[config.mk]
export PLATFORM = sky130hd
export DESIGN_NAME = combo_lock_fsm
export DESIGN_NICKNAME = d
export VERILOG_FILES = /design/src/rtl/combo_lock_pkg.sv /design/src/rtl/combo_lock_timer.sv /design/src/rtl/combo_lock_fsm.sv
export SDC_FILE = /design/constraint.sdc
export NUM_CORES = 1
export LEC_CHECK = 0
export ABC_AREA = 1
export CAP_MARGIN = 20
export CORE_MARGIN = 2
export CORE_UTILIZATION = 45
export CTS_CLUSTER_DIAMETER = 60
export CTS_CLUSTER_SIZE = 8
export DETAILED_ROUTE_END_ITERATION = 10
export GPL_ROUTABILITY_DRIVEN = 0
export SYNTH_ARGS = -nofsm -noshare
export SYNTH_HDL_FRONTEND = slang
export SYNTH_SLANG_ARGS = --single-unit
export TNS_END_PERCENT = 10
[constraint.sdc]
create_clock -name Clock -period 3 [get_ports Clock]
set_clock_uncertainty 0.2 [all_clocks]
set_input_delay 0.6 -clock Clock [delete_from_list [all_inputs] [get_ports Clock]]
set_output_delay 0.6 -clock Clock [all_outputs]
set_load 0.01 [all_outputs]
[src/rtl/combo_lock_pkg.sv]
// Shared definitions for the combination lock.
//   - state_e  : FSM state encoding (StLockout only exists with COMBO_LOCK_LOCKOUT_EN)
//   - DigitW   : width of one key index / code digit
//   - NumDigits: digits per code entry
//   - NumKeys  : number of physical keys (one pulse bit each)
//   - TimerW   : width of the shared down-counter
// Optional feature macro: COMBO_LOCK_LOCKOUT_EN.
package combo_lock_pkg;

  localparam int unsigned DigitW    = 2;
  localparam int unsigned NumDigits = 4;
  localparam int unsigned NumKeys   = 1 << DigitW;
  localparam int unsigned TimerW    = 16;

  typedef enum logic [2:0] {
    StIdle,
    StEntry,
    StOpen,
`ifdef COMBO_LOCK_LOCKOUT_EN
    StLockout,
`endif
    StFail
  } state_e;

  // Digit n of the code lives at code[2n+1:2n]; digit 0 is entered first.
  function automatic logic [DigitW-1:0] code_digit(input logic [DigitW*NumDigits-1:0] code,
                                                   input logic [DigitW-1:0]           idx);
    return code[int'(idx)*DigitW +: DigitW];
  endfunction

  // A key matches only if it is exactly the one-hot pulse of that digit; multi-hot never matches.
  function automatic logic key_hit(input logic [NumKeys-1:0] key,
                                   input logic [DigitW-1:0]  digit);
    logic [NumKeys-1:0] onehot;
    onehot        = '0;
    onehot[digit] = 1'b1;
    return key == onehot;
  endfunction

endpackage

[src/rtl/combo_lock_timer.sv]
// Loadable down-counter shared by entry timeout, open hold and lockout hold.
//   clk_i, rst_ni : clock, async active-low reset (count clears to 0)
//   load_i        : load value_i this cycle (wins over counting)
//   value_i       : value to load
//   expired_o     : count has reached 0 (counter then holds at 0)
module combo_lock_timer
  import combo_lock_pkg::*;
#(
  parameter int unsigned Width = TimerW
) (
  input  logic             clk_i,
  input  logic             rst_ni,
  input  logic             load_i,
  input  logic [Width-1:0] value_i,
  output logic             expired_o
);

  logic [Width-1:0] cnt_d, cnt_q;

  always_comb begin
    cnt_d = cnt_q;
    if (load_i) begin
      cnt_d = value_i;
    end else if (cnt_q != '0) begin
      cnt_d = cnt_q - 1'b1;
    end
  end

  always_ff @(posedge clk_i or negedge rst_ni) begin
    if (!rst_ni) begin
      cnt_q <= '0;
    end else begin
      cnt_q <= cnt_d;
    end
  end

  assign expired_o = (cnt_q == '0);

endmodule

[src/rtl/combo_lock_fsm.sv]
// Four-digit combination lock with entry timeout, timed open and optional lockout.
//   Clock          : clock, all state changes on rising edge
//   Resetn         : async active-low reset
//   key_pulse      : one-cycle key pulses, one bit per key
//   lock_pulse     : one-cycle relock / abort request
//   unlock         : lock open (OPEN_CYCLES cycles after a correct code)
//   error          : one-cycle pulse on a failed entry
//   locked_out     : lockout active (tied 0 without COMBO_LOCK_LOCKOUT_EN)
//   digits_entered : keys accepted in the current entry (0 outside entry)
//   fail_cnt       : consecutive failures, saturating at MAX_FAILS
// Optional feature macro: COMBO_LOCK_LOCKOUT_EN enables the lockout state.
module combo_lock_fsm
  import combo_lock_pkg::*;
#(
  parameter logic [DigitW*NumDigits-1:0] CODE           = 8'h1B,
  parameter int unsigned                 OPEN_CYCLES    = 8,
  parameter int unsigned                 ENTRY_TIMEOUT  = 16,
  parameter int unsigned                 MAX_FAILS      = 3,
  parameter int unsigned                 LOCKOUT_CYCLES = 32
) (
  input  logic               Clock,
  input  logic               Resetn,
  input  logic [NumKeys-1:0] key_pulse,
  input  logic               lock_pulse,
  output logic               unlock,
  output logic               error,
  output logic               locked_out,
  output logic [2:0]         digits_entered,
  output logic [1:0]         fail_cnt
);

  // Timer loads are N-1: the counter spends N cycles counting down to and including 0.
  localparam logic [TimerW-1:0] EntryLoad = TimerW'(ENTRY_TIMEOUT - 1);
  localparam logic [TimerW-1:0] OpenLoad  = TimerW'(OPEN_CYCLES - 1);
  localparam logic [1:0]        MaxFails  = 2'(MAX_FAILS);

  state_e            state_d, state_q;
  logic [2:0]        digits_d, digits_q;
  logic              mism_d, mism_q;
  logic [1:0]        fail_d, fail_q;
  logic              tmr_load, tmr_expired;
  logic [TimerW-1:0] tmr_value;
  logic              key_ev, miss;

  assign key_ev = |key_pulse;

  combo_lock_timer #(
    .Width(TimerW)
  ) u_timer (
    .clk_i    (Clock),
    .rst_ni   (Resetn),
    .load_i   (tmr_load),
    .value_i  (tmr_value),
    .expired_o(tmr_expired)
  );

  always_comb begin
    state_d   = state_q;
    digits_d  = digits_q;
    mism_d    = mism_q;
    fail_d    = fail_q;
    tmr_load  = 1'b0;
    tmr_value = '0;
    miss      = mism_q | ~key_hit(key_pulse, code_digit(CODE, digits_q[DigitW-1:0]));

    unique case (state_q)
      StIdle: begin
        // lock_pulse is ignored here but still swallows a same-cycle key.
        if (key_ev && !lock_pulse) begin
          state_d   = StEntry;
          digits_d  = 3'd1;
          mism_d    = ~key_hit(key_pulse, code_digit(CODE, '0));
          tmr_load  = 1'b1;
          tmr_value = EntryLoad;
        end
      end

      StEntry: begin
        if (lock_pulse) begin
          state_d  = StIdle;
          digits_d = '0;
          mism_d   = 1'b0;
        end else if (key_ev) begin
          if (digits_q == 3'(NumDigits - 1)) begin
            digits_d = '0;
            mism_d   = 1'b0;
            if (miss) begin
              state_d = StFail;
              if (fail_q < MaxFails) begin
                fail_d = fail_q + 2'd1;
              end
            end else begin
              state_d   = StOpen;
              fail_d    = '0;
              tmr_load  = 1'b1;
              tmr_value = OpenLoad;
            end
          end else begin
            digits_d  = digits_q + 3'd1;
            mism_d    = miss;
            tmr_load  = 1'b1;
            tmr_value = EntryLoad;
          end
        end else if (tmr_expired) begin
          state_d  = StIdle;
          digits_d = '0;
          mism_d   = 1'b0;
        end
      end

      StOpen: begin
        if (lock_pulse || tmr_expired) begin
          state_d = StIdle;
        end
      end

      StFail: begin
        state_d = StIdle;
`ifdef COMBO_LOCK_LOCKOUT_EN
        // fail_q already holds the incremented count.
        if (fail_q == MaxFails) begin
          state_d   = StLockout;
          tmr_load  = 1'b1;
          tmr_value = TimerW'(LOCKOUT_CYCLES - 1);
        end
`endif
      end

`ifdef COMBO_LOCK_LOCKOUT_EN
      StLockout: begin
        if (tmr_expired) begin
          state_d = StIdle;
          fail_d  = '0;
        end
      end
`endif

      default: begin
        state_d  = StIdle;
        digits_d = '0;
        mism_d   = 1'b0;
      end
    endcase
  end

  always_ff @(posedge Clock or negedge Resetn) begin
    if (!Resetn) begin
      state_q  <= StIdle;
      digits_q <= '0;
      mism_q   <= 1'b0;
      fail_q   <= '0;
    end else begin
      state_q  <= state_d;
      digits_q <= digits_d;
      mism_q   <= mism_d;
      fail_q   <= fail_d;
    end
  end

  assign unlock         = (state_q == StOpen);
  assign error          = (state_q == StFail);
  assign digits_entered = (state_q == StEntry) ? digits_q : 3'd0;
  assign fail_cnt       = fail_q;

`ifdef COMBO_LOCK_LOCKOUT_EN
  assign locked_out = (state_q == StLockout);
`else
  assign locked_out = 1'b0;
  logic unused_lockout_cycles;
  assign unused_lockout_cycles = ^LOCKOUT_CYCLES;
`endif

endmodule

==> run metrics <==
final hold vios 0; gr usage total 0.195; Final Max Slew Viols 0; RR Endpoint fail_cnt[1]$_DFFE_PN0P_; Clock Pin Slew Worst Setup and Hold Paths 0.09 ns; Startpoint Class flip-flop; Num CTS Buffers 3; Synth Area per Inst between 7 and 8 um^2; Synth Warn # 0; combinational power share 0.435; first-pass GRT wire length 6710 um; Psw roughly 500 uW; Antenna Cells 0; slowest stage delay, CP 0.54 ns; routed vias/inst 4.80; critical path's slowest cell clkdlybuf4s50_1; endpoints failing setup 0; Vias 1516; Internal Power 722 uW; CTS max path bufs 2; Final HPWL DP slightly above 3000 um; min-delay src mism_q$_DFFE_PN0P_; Required @ worst endpoint 2.20 ns; Pwr Density 590 nW/um^2; Starting Density 0.465; Hold Path Class flip-flop to flip-flop; Post CTS Setup Buffer Count 0; Synth Register Bits 24; H-tree depth 1; CTS sink count 24; post-route ant nets 0; routed len/inst approximately 12 um; Initial DRC Count 54; status finished clean; grt peak-use layer met2; Post-Synthesis Cells 249; clock share of power 0.184; GR met1 Demand/Resource 0.279; register-to-register setup slack 1.16 ns; Fmax achieved between 400 and 500 MHz; Netlist cell types 32; critical path fanouts, max 7; Chip Width 68.1 um; clk_lat worst skew ~0.27 ns; P_leak 1.06 nW; cts hold-fix bufs 0; Switching Fraction 0.416; Area Growth Syn to Fin 13.4%; RSZ-0062 raised after global routing false; first drt pass iteration count 4; CTS Root Cell clkbuf_8; period utilization 0.788; hold path endpoint mism_q$_DFFE_PN0P_; sequential fraction of the synthesis area 0.325; critical-path cell list inv_2, nand2_4, nor2_1, clkdlybuf4s50_1; met3 global-route usage 0.0214; GRT met2 Usage 0.308; share of cells above drive strength 1 0.207; post-synthesis instance area 1850 um^2; sequential cell fraction of total power 0.381; initial antenna violation count 0; Total Power roughly 1.2 mW; Die Y 68.1 um; largest net degree at the start of global routing 25; die area 4640 um^2; routed wire length approximately 3900 um; grt ovf 0; vias in the first global route 1467; Rows 23; Worst EP arrival around 1.6 ns; I/O Buffers 13; Hold Path Depth 2; max cap viols 0; critical path endpoint category output pin; critical path class flip-flop to output pin; Tmin final 2.36 ns; # IOs 15; CTS tree yes; commonest non-fill, non-tap cells in the layout nand2_1 (72), inv_1 (38), dfrtp_1 (24); DRC viols 0; Fin Setup TNS 0 ns; core area 3970 um^2; post-CTS resize count 0; worst reg2reg path startpoint digits_q[0]$_DFFE_PN0P_; most common cell after layout, fill and taps aside nand2_1; Post-Syn Nets 264; Worst R2R Path Depth 10; Final Net Count ~280; peak supply drop 298 uV
per-stage QoR:
| step | util | instances | setup slack, ns | hold slack [ns] | instance area (um^2) |
|---|---|---|---|---|---|
| floorplan | - | 249 | 1.35 | 0.104 | 1850 |
| global placement | 0.514 | 312 | 0.805 | 0.283 | 2040 |
| detailed placement | 0.514 | 312 | 0.766 | 0.277 | 2040 |
| CTS | 0.528 | 316 | 0.627 | 0.301 | 2100 |
| global route | 0.528 | 316 | 0.557 | 0.348 | 2100 |
| finish | 0.528 | 316 | 0.636 | 0.311 | 2100 |
how the worst max path moves through the flow:
| stage | startpoint | endpoint | cells after the start | slack, ns |
|---|---|---|---|---|
| detailed placement | key_pulse[0] | u_timer.cnt_q[11]$_DFFE_PN0P_ | 8 | 0.77 |
| global route | state_q[1]$_DFFE_PN0P_ | digits_entered[2] | 4 | 0.56 |
| floorplan | digits_q[0]$_DFFE_PN0P_ | u_timer.cnt_q[10]$_DFFE_PN0P_ | 8 | 1.35 |
| CTS | state_q[1]$_DFFE_PN0P_ | digits_entered[2] | 4 | 0.63 |
| finish | state_q[1]$_DFFE_PN0P_ | digits_entered[2] | 4 | 0.64 |
| global placement | key_pulse[3] | fail_cnt[0]$_DFFE_PN0P_ | 10 | 0.80 |
cell type report:
| class | instances | area, um^2 |
|---|---|---|
| Multi-Input combinational cell | 181 | 1060 |
| Sequential cell | 24 | 601 |
| Fill cell | 404 | 1880 |
| Clock buffer | 4 | 55.1 |
| Inverter | 43 | 178 |
| Timing Repair Buffer | 14 | 138 |
| Tap cell | 50 | 62.6 |
critical path: cells and delay by family (launching register included):
family / cells / cell delay [ns]
buffers and inverters: 2 / 0.64
DFF: 1 / 0.45
and+or+nand+nor: 2 / 0.20
power groups by stage:
stage	Clock (mW)	Combinational, mW	Sequential [mW]
6_report	0.228	0.537	0.471
5_1_grt	0.245	0.618	0.484
4_1_cts	0.232	0.545	0.471
3_5_place_dp	0	0.539	0.478
3_3_place_gp	0	0.538	0.478
2_1_floorplan	0	0.399	0.464
synth_stat cells, drive strengths merged:
cell | n | area, um^2
nand3 | 17 | 113
nor3 | 9 | 86.3
ha | 8 | 100
o22ai | 1 | 6.26
a31o | 1 | 8.76
o21ai | 4 | 35.0
nand2 | 83 | 359
nor2 | 41 | 226
inv | 42 | 160
xnor2 | 1 | 8.76
xor2 | 4 | 35.0
bufinv | 1 | 17.5
conb | 1 | 3.75
nand3b | 1 | 20.0
nand4 | 7 | 43.8
a21oi | 2 | 10.0
a31oi | 1 | 6.26
dfrtp | 24 | 601
buf | 1 | 7.51
flip-flops by register name, summed over array words and instances (netlist names):
signal         count
digits_q           3
fail_cnt           2
mism_q             1
state_q            2
u_timer.cnt_q     16
per-layer routing:
| layer | part of all wire | wire (um) |
|---|---|---|
| met3 | 0.030 | 117 |
| met5 | 0 | 0 |
| met4 | 0.022 | 85 |
| met2 | 0.44 | 1720 |
| met1 | 0.50 | 1960 |
cell families (layout without fill, tap and decap cells):
group | Yosys count | after routing | share of synthesized area
buffers and inverters | 44 | 61 | 0.100
adders and majority gates | 8 | 8 | 0.0542
xor gates and xnor gates | 5 | 5 | 0.0237
and+or+nand+nor | 158 | 158 | 0.459
DFF | 24 | 24 | 0.325
AOI/OAI and AO/OA | 9 | 9 | 0.0359
other | 1 | 1 | 0.00203
(Power assumes the default switching activity.)
